==> src/rtl/sdram_cmd_sequencer_if.sv <==
// Request/acknowledge bundle between an access requester and the SDRAM command sequencer.
interface sdram_cmd_sequencer_if;
   logic        req;
   logic        req_wr;
   logic [1:0]  req_bank;
   logic [11:0] req_row;
   logic [7:0]  req_col;
   logic        ref_req;
   logic        ack;
   logic        ref_ack;
   logic        done;

   modport master (
      output req, req_wr, req_bank, req_row, req_col, ref_req,
      input  ack, ref_ack, done
   );

   modport slave (
      input  req, req_wr, req_bank, req_row, req_col, ref_req,
      output ack, ref_ack, done
   );
endinterface

==> src/rtl/sdram_cmd_sequencer.sv <==
// SDRAM command sequencer: init chain, access (ACT/RW/PRE) and refresh sequencing
// against an external delay generator; all outputs registered from the next state.
module sdram_cmd_sequencer (
   input  logic                        clk,
   input  logic                        reset,
   sdram_cmd_sequencer_if.slave        host,
   input  logic [9:0]                  program_data,
   input  logic [9:0]                  countout,
   input  logic [2:0]                  tlat,
   output logic                        load_twait,
   output logic                        load_tpre,
   output logic                        load_tcas,
   output logic                        load_tburst,
   output logic                        busy,
   output logic                        init_done,
   output logic                        cs_n,
   output logic                        ras_n,
   output logic                        cas_n,
   output logic                        we_n,
   output logic [1:0]                  ba,
   output logic [11:0]                 a
);
   typedef enum logic [4:0] {
      S_INIT, S_INIT_W, S_IPRE, S_IPRE_W, S_IREF1, S_IREF1_W, S_IREF2, S_IREF2_W,
      S_MRS, S_MRS_W, S_IDLE, S_ACT, S_ACT_W, S_RW, S_RW_W, S_RD_LAT,
      S_PRE, S_PRE_W, S_REF, S_REF_W
   } state_t;

   localparam logic [3:0] CMD_NOP   = 4'b0111;
   localparam logic [3:0] CMD_ACT   = 4'b0011;
   localparam logic [3:0] CMD_READ  = 4'b0101;
   localparam logic [3:0] CMD_WRITE = 4'b0100;
   localparam logic [3:0] CMD_PRE   = 4'b0010;
   localparam logic [3:0] CMD_REF   = 4'b0001;
   localparam logic [3:0] CMD_LMR   = 4'b0000;

   state_t      state_q, state_d;
   logic        hold_q;
   logic [2:0]  lat_q, lat_d;
   logic        wr_q, wr_d;
   logic [1:0]  bank_q, bank_d;
   logic [11:0] row_q, row_d;
   logic [7:0]  col_q, col_d;
   logic [3:0]  cmd_q, cmd_d;
   logic [3:0]  ld_q, ld_d;
   logic [1:0]  ba_q, ba_d;
   logic [11:0] a_q, a_d;
   logic        ack_q, ref_ack_q, done_q, busy_q, init_done_q;
   logic        cnt_zero;

   assign cnt_zero = (countout == '0);

   // hold_q keeps INIT for one extra edge after reset so its load_twait is a full registered cycle
   always_comb begin
      state_d = state_q;
      lat_d   = lat_q;
      wr_d    = wr_q;
      bank_d  = bank_q;
      row_d   = row_q;
      col_d   = col_q;
      case (state_q)
         S_INIT:    state_d = hold_q ? S_INIT : S_INIT_W;
         S_INIT_W:  if (cnt_zero) state_d = S_IPRE;
         S_IPRE:    state_d = S_IPRE_W;
         S_IPRE_W:  if (cnt_zero) state_d = S_IREF1;
         S_IREF1:   state_d = S_IREF1_W;
         S_IREF1_W: if (cnt_zero) state_d = S_IREF2;
         S_IREF2:   state_d = S_IREF2_W;
         S_IREF2_W: if (cnt_zero) state_d = S_MRS;
         S_MRS:     state_d = S_MRS_W;
         S_MRS_W:   if (cnt_zero) state_d = S_IDLE;
         S_IDLE: begin
            if (host.ref_req) begin
               state_d = S_REF;
            end else if (host.req) begin
               state_d = S_ACT;
               wr_d    = host.req_wr;
               bank_d  = host.req_bank;
               row_d   = host.req_row;
               col_d   = host.req_col;
            end
         end
         S_ACT:     state_d = S_ACT_W;
         S_ACT_W:   if (cnt_zero) state_d = S_RW;
         S_RW:      state_d = S_RW_W;
         S_RW_W: begin
            if (cnt_zero) begin
               if (wr_q) begin
                  state_d = S_PRE;
               end else begin
                  state_d = S_RD_LAT;
                  lat_d   = (tlat == 3'd0) ? 3'd0 : tlat - 3'd1;
               end
            end
         end
         S_RD_LAT: begin
            if (lat_q == '0) state_d = S_PRE;
            else             lat_d   = lat_q - 3'd1;
         end
         S_PRE:     state_d = S_PRE_W;
         S_PRE_W:   if (cnt_zero) state_d = S_IDLE;
         S_REF:     state_d = S_REF_W;
         S_REF_W:   if (cnt_zero) state_d = S_IDLE;
         default:   state_d = S_INIT;
      endcase
   end

   // Strobe order in ld_d: {twait, tpre, tcas, tburst}
   always_comb begin
      cmd_d = CMD_NOP;
      ld_d  = '0;
      ba_d  = '0;
      a_d   = '0;
      case (state_d)
         S_INIT:  ld_d = 4'b1000;
         S_IPRE: begin
            cmd_d  = CMD_PRE;
            a_d[10] = 1'b1;
            ld_d   = 4'b0100;
         end
         S_IREF1, S_IREF2, S_REF: begin
            cmd_d = CMD_REF;
            ld_d  = 4'b1000;
         end
         S_MRS: begin
            cmd_d = CMD_LMR;
            a_d   = {2'b00, program_data};
            ld_d  = 4'b1000;
         end
         S_ACT: begin
            cmd_d = CMD_ACT;
            ba_d  = bank_d;
            a_d   = row_d;
            ld_d  = 4'b0010;
         end
         S_RW: begin
            cmd_d = wr_d ? CMD_WRITE : CMD_READ;
            ba_d  = bank_d;
            a_d   = {4'b0000, col_d};
            ld_d  = 4'b0001;
         end
         S_PRE: begin
            cmd_d = CMD_PRE;
            ba_d  = bank_d;
            ld_d  = 4'b0100;
         end
         default: ;
      endcase
   end

   always_ff @(posedge clk) begin
      if (reset) begin
         state_q     <= S_INIT;
         hold_q      <= 1'b1;
         lat_q       <= '0;
         wr_q        <= 1'b0;
         bank_q      <= '0;
         row_q       <= '0;
         col_q       <= '0;
         cmd_q       <= CMD_NOP;
         ld_q        <= '0;
         ba_q        <= '0;
         a_q         <= '0;
         ack_q       <= 1'b0;
         ref_ack_q   <= 1'b0;
         done_q      <= 1'b0;
         busy_q      <= 1'b1;
         init_done_q <= 1'b0;
      end else begin
         state_q     <= state_d;
         hold_q      <= 1'b0;
         lat_q       <= lat_d;
         wr_q        <= wr_d;
         bank_q      <= bank_d;
         row_q       <= row_d;
         col_q       <= col_d;
         cmd_q       <= cmd_d;
         ld_q        <= ld_d;
         ba_q        <= ba_d;
         a_q         <= a_d;
         ack_q       <= (state_d == S_ACT);
         ref_ack_q   <= (state_d == S_REF);
         done_q      <= (state_q == S_PRE_W) && (state_d == S_IDLE);
         busy_q      <= (state_d != S_IDLE);
         init_done_q <= init_done_q | (state_d == S_IDLE);
      end
   end

   assign {cs_n, ras_n, cas_n, we_n}                     = cmd_q;
   assign {load_twait, load_tpre, load_tcas, load_tburst} = ld_q;
   assign ba           = ba_q;
   assign a            = a_q;
   assign host.ack     = ack_q;
   assign host.ref_ack = ref_ack_q;
   assign host.done    = done_q;
   assign busy         = busy_q;
   assign init_done    = init_done_q;
endmodule

==> src/flat_wrapper.sv <==
// flat-port wrapper written by rule: the top's interface ports become plain ports
module sdram_cmd_sequencer_flat 
  (clk, reset, program_data, countout, tlat, load_twait, load_tpre, load_tcas, load_tburst, busy, init_done, cs_n, ras_n, cas_n, we_n, ba, a, host_req, host_req_wr, host_req_bank, host_req_row, host_req_col, host_ref_req, host_ack, host_ref_ack, host_done);
  sdram_cmd_sequencer_if host_i ();
  input  logic clk;
  input  logic reset;
  input  logic [9:0] program_data;
  input  logic [9:0] countout;
  input  logic [2:0] tlat;
  output logic load_twait;
  output logic load_tpre;
  output logic load_tcas;
  output logic load_tburst;
  output logic busy;
  output logic init_done;
  output logic cs_n;
  output logic ras_n;
  output logic cas_n;
  output logic we_n;
  output logic [1:0] ba;
  output logic [11:0] a;
  input wire logic [$bits(host_i.req)-1:0] host_req;
  input wire logic [$bits(host_i.req_wr)-1:0] host_req_wr;
  input wire logic [$bits(host_i.req_bank)-1:0] host_req_bank;
  input wire logic [$bits(host_i.req_row)-1:0] host_req_row;
  input wire logic [$bits(host_i.req_col)-1:0] host_req_col;
  input wire logic [$bits(host_i.ref_req)-1:0] host_ref_req;
  output wire logic [$bits(host_i.ack)-1:0] host_ack;
  output wire logic [$bits(host_i.ref_ack)-1:0] host_ref_ack;
  output wire logic [$bits(host_i.done)-1:0] host_done;
  assign host_i.req = host_req;
  assign host_i.req_wr = host_req_wr;
  assign host_i.req_bank = host_req_bank;
  assign host_i.req_row = host_req_row;
  assign host_i.req_col = host_req_col;
  assign host_i.ref_req = host_ref_req;
  assign host_ack = host_i.ack;
  assign host_ref_ack = host_i.ref_ack;
  assign host_done = host_i.done;
  sdram_cmd_sequencer u_core (.clk(clk), .reset(reset), .host(host_i), .program_data(program_data), .countout(countout), .tlat(tlat), .load_twait(load_twait), .load_tpre(load_tpre), .load_tcas(load_tcas), .load_tburst(load_tburst), .busy(busy), .init_done(init_done), .cs_n(cs_n), .ras_n(ras_n), .cas_n(cas_n), .we_n(we_n), .ba(ba), .a(a));
endmodule
==> config.mk <==
export PLATFORM = sky130hd
export DESIGN_NAME = sdram_cmd_sequencer_flat
export DESIGN_NICKNAME = d
export VERILOG_FILES = /design/src/rtl/sdram_cmd_sequencer_if.sv /design/src/rtl/sdram_cmd_sequencer.sv /design/src/flat_wrapper.sv
export SDC_FILE = /design/constraint.sdc
export NUM_CORES = 1
export LEC_CHECK = 0
export BUFFER_PORTS_ARGS = -buffer_cell sky130_fd_sc_hd__buf_2
export CORE_ASPECT_RATIO = 1.25
export CORE_MARGIN = 5
export CORE_UTILIZATION = 54
export DETAILED_ROUTE_END_ITERATION = 10
export GPL_TIMING_DRIVEN = 0
export PLACE_DENSITY = 0.84
export RECOVER_POWER = 50
export SYNTH_ARGS = -nofsm -noshare
export SYNTH_HDL_FRONTEND = slang
export SYNTH_SLANG_ARGS = --single-unit
export TNS_END_PERCENT = 5
==> constraint.sdc <==
create_clock -name clk -period 4.14 [get_ports clk]
set_input_delay 0.828 -clock clk [delete_from_list [all_inputs] [get_ports clk]]
set_output_delay 0.828 -clock clk [all_outputs]
set_load 0.01 [all_outputs]
==> results.md <==
* Filler Cells Inserted at 391
* Initial Utilization at 55.15%
* Final wirelength at 6.855 mm
* Setup TNS at 0 ps
* Mapped Nets at 349
* Worst-path clk slew at 80 ps
* RSZ-0062 raised after global routing: false
* Vias in the first global route at 2,382
* Sw frac at 22.61%
* Layout cells sized above 1 at 20.63%
* Synth area leaders: dfxtp_1, a21oi_1, nor2_1, nand2_1, a22o_1
* Worst slack, placed at 914.4 ps
* DR pass1 iterations at 4
* Remaining global-route overflow at 0
* R2r startpoint: u_core.state_q[3]$_SDFF_PP0_
* NetSw at 186.0 uW
* Crit-path cells: buf_2 > nor4_1 > and3_1 > o211ai_1 > a221oi_1 > nor2b_2 > nand2_1 > a211o_1
* DRC errors left at 0
* Met3 wire len at 474 um
* Initial antenna violation count at 0
* R2R depth at 8
* Pleak at 0.001140 uW
* Vias per cell at 5.615
* Layout Nets at 431
* Worst setup margin at 898.0 ps
* Resized cells post-CTS at 0
* Unique masters post-synth at 54
* Top layer in use: met4
* CP required at 4330 ps
* Vias after detailed routing at 2,448
* Post-CTS Hold Buffers at 0
* Dpl hpwl at 5.221 mm
* Total CTS buffers at 5
* Hold/Removal Path Class: flip-flop to flip-flop
* Clock skew at 6.170 ps
* Die area at 0.005893 mm^2
* Placed insts at 428
* Number of flops mapped to enable cells by yosys at 0
* Core Util, Final at 66.64%
* Critical path startpoint: countout[5]
* 1st-iter DRT viols at 156
* Slowest cell on the critical path: a221oi_1
* Post-synthesis xor/xnor area fraction at 0%
* Mapped Cells at 295
* Die height at 84.59 um
* Placement Cell Area at 0.002851 mm^2
* Async SR Flop Fraction at 0%
* Worst EP arrival at 3430 ps
* Crit. End Element: flip-flop
* Max incr delay on CP at 640 ps
* Design Area, Final at 0.002904 mm^2
* Clk pwr share at 36.3%
* DR WL met2 at 3.568 mm
* Final setup fails at 0
* P&R area growth vs syn at 20.82%
* Cell with the most instances after synthesis: dfxtp_1
* Multi-input gate area at 0.001311 mm^2
* CP Max Fanout at 6
* Port Buffer Count at 75
* Max frequency at 308.5 MHz
* Combinational share of power at 8.2%
* Cell Rows at 27
* Cell taking the most area after synthesis: dfxtp_1
* Num Clock Sinks at 47
* Reg power frac at 55.4%
* VDD IR max at 283.3 uV
* DR WL/cell at 15.72 um
* Worst-Skew Late Latency at 300 ps
* R2R setup slack at 1450 ps
* Diode count at 0
* Wire length on met1 at 2.647 mm
* Fin. Hold Viols at 0
* IO Pins at 77
* GRT Total Usage at 23.04%
* Final RePlAce weighted congestion at 0.9465
* Area of the mapped netlist at 0.002404 mm^2
* Simple-gate share of the synthesized area at 28.47%
* Clock Path Buffers at 2
* Startpoint Class: input pin
* Period utilization at 78.31%
* Setup Fix Bufs, Post-CTS at 0
* Top cells by count, synth: dfxtp_1, nor2_1, nand2_1
* Internal Power at 636.7 uW
* Slew Viols, Final at 0
* Critical R2R Capture: u_core.cmd_q[2]$_SDFF_PP1_
* Max-slew headroom at 51.68%
* Pwr Density at 283.3 mW/mm^2
* Final std cells w/o fill at 436
* CTS tree: yes
* Root Buffer: clkbuf_8
* Core Area at 0.004358 mm^2
* First-pass GRT wire length at 11.14 mm
* Worst-margin pin slew at 724.8 ps
* Syn Area/Cell at 8.148 um^2
* H-tree depth at 2
* Mux cell area share after synthesis at 2.551%
* Storage element area at 940.9 um^2
* Post-route minimum period at 3242 ps
* Synth Area in Adders at 2.082%
* Max Cap Viol at 0
* Compound-Gate Fraction of Synth Area at 21.81%
* Largest family of logic cells by synthesized area: simple AND/OR/NAND/NOR gates
* Synth Warn # at 0
* Post-synth top area share at 39.15%
* Main synth FF type: dfxtp_1
* CP Class: input pin to flip-flop
* Critical path capture point: u_core.cmd_q[2]$_SDFF_PP1_
* Antenna viol nets, final at 0
* Die Width at 69.67 um
* Status: finished, final reports clean
* FF+latch count, synth at 47
* Largest net degree at the start of global routing at 14
* Post-synthesis sequential area ratio at 39.15%
[cell usage in the layout (no fill, tap or decap), types with 2 or more instances in the layout]
master	count
a211o_1	3
a21oi_1	28
a221oi_1	2
a22o_1	8
a22oi_1	4
a31oi_1	3
and2_1	5
and3_1	4
and3b_1	2
buf_2	53
buf_4	2
clkbuf_1	43
clkbuf_8	7
dfxtp_1	47
ha_1	4
inv_1	11
mux2i_1	5
nand2_1	33
nand2b_1	5
nand3_1	7
nand3_2	2
nand4_1	2
nor2_1	36
nor2b_1	2
nor3_1	14
nor3_4	2
nor3b_1	2
nor4b_1	2
o211ai_1	3
o21ai_0	11
o31ai_1	2
[worst min-delay path by stage]
stage | from | cells after the start | end | slack [ps]
global route | u_core.col_q[0]$_SDFF_PP0_ | 2 | u_core.col_q[0]$_SDFF_PP0_ | 480
global placement | u_core.init_done$_SDFF_PP0_ | 2 | u_core.init_done$_SDFF_PP0_ | 440
CTS | u_core.col_q[0]$_SDFF_PP0_ | 2 | u_core.col_q[0]$_SDFF_PP0_ | 460
finish | u_core.col_q[0]$_SDFF_PP0_ | 2 | u_core.col_q[0]$_SDFF_PP0_ | 460
detailed placement | u_core.init_done$_SDFF_PP0_ | 2 | u_core.init_done$_SDFF_PP0_ | 450
floorplan | u_core.row_q[10]$_SDFF_PP0_ | 2 | u_core.row_q[10]$_SDFF_PP0_ | 430
[power by group through the flow]
stage / registers (uW) / clock network [uW] / logic [uW]
after floorplan: 467 / 0 / 31.2
after global placement: 467 / 0 / 65.7
after detailed placement: 467 / 0 / 67.0
final: 456 / 299 / 67.6
after global routing: 456 / 323 / 74.6
after CTS: 456 / 301 / 68.0
[critical path: cells and delay by family]
kind | cells | cell delay [ps]
AOI/OAI and AO/OA | 3 | 1040
buffers and inverters | 1 | 90
and+or+nand+nor | 4 | 1450
[cell type report]
| type | count | area share (%) |
|---|---|---|
| Multi-Input combinational cell | 215 | 45.15 |
| Sequential cell | 47 | 32.40 |
| Timing Repair Buffer | 75 | 11.72 |
| Clock buffer | 8 | 3.447 |
| Buffer | 22 | 3.361 |
| Tap cell | 58 | 2.499 |
| Inverter | 11 | 1.422 |
[logic make-up (layout without fill, tap and decap cells)]
family / count (synthesis) / in the layout
DFF: 47 / 47
buffers and inverters: 33 / 116
adders and majority gates: 4 / 4
AOI/OAI and AO/OA: 75 / 75
and+or+nand+nor: 129 / 129
other: 1 / 1
muxes: 6 / 6
[per-stage QoR]
stage	hold slack, ps	power, uW
after floorplan	432.5	498.0
after global placement	439.6	532.5
after detailed placement	446.5	533.7
after CTS	458.0	824.7
after global routing	476.6	853.8
final	461.0	822.7
[routing by layer]
metal / track usage, % / vias to the layer above
met2: 43.84 / 118
met1: 25.17 / 1108
met5: 0 / -
met3: 4.431 / 18
met4: 8.014 / 0
li1: - / 1204
[registers in the layout, summed over array words and instances (netlist names)]
signal / flops
u_core.hold_q: 1
u_core.init_done: 1
u_core.col_q: 8
u_core.host.ack: 1
u_core.host.ref_ack: 1
u_core.ld_q: 4
u_core.ba: 2
u_core.cmd_q: 3
u_core.bank_q: 2
u_core.row_q: 1
u_core.host.done: 1
u_core.wr_q: 1
u_core.state_q: 5
u_core.a: 12
u_core.lat_q: 3
u_core.busy: 1
No activity file was read; power rests on OpenSTA's default activity.
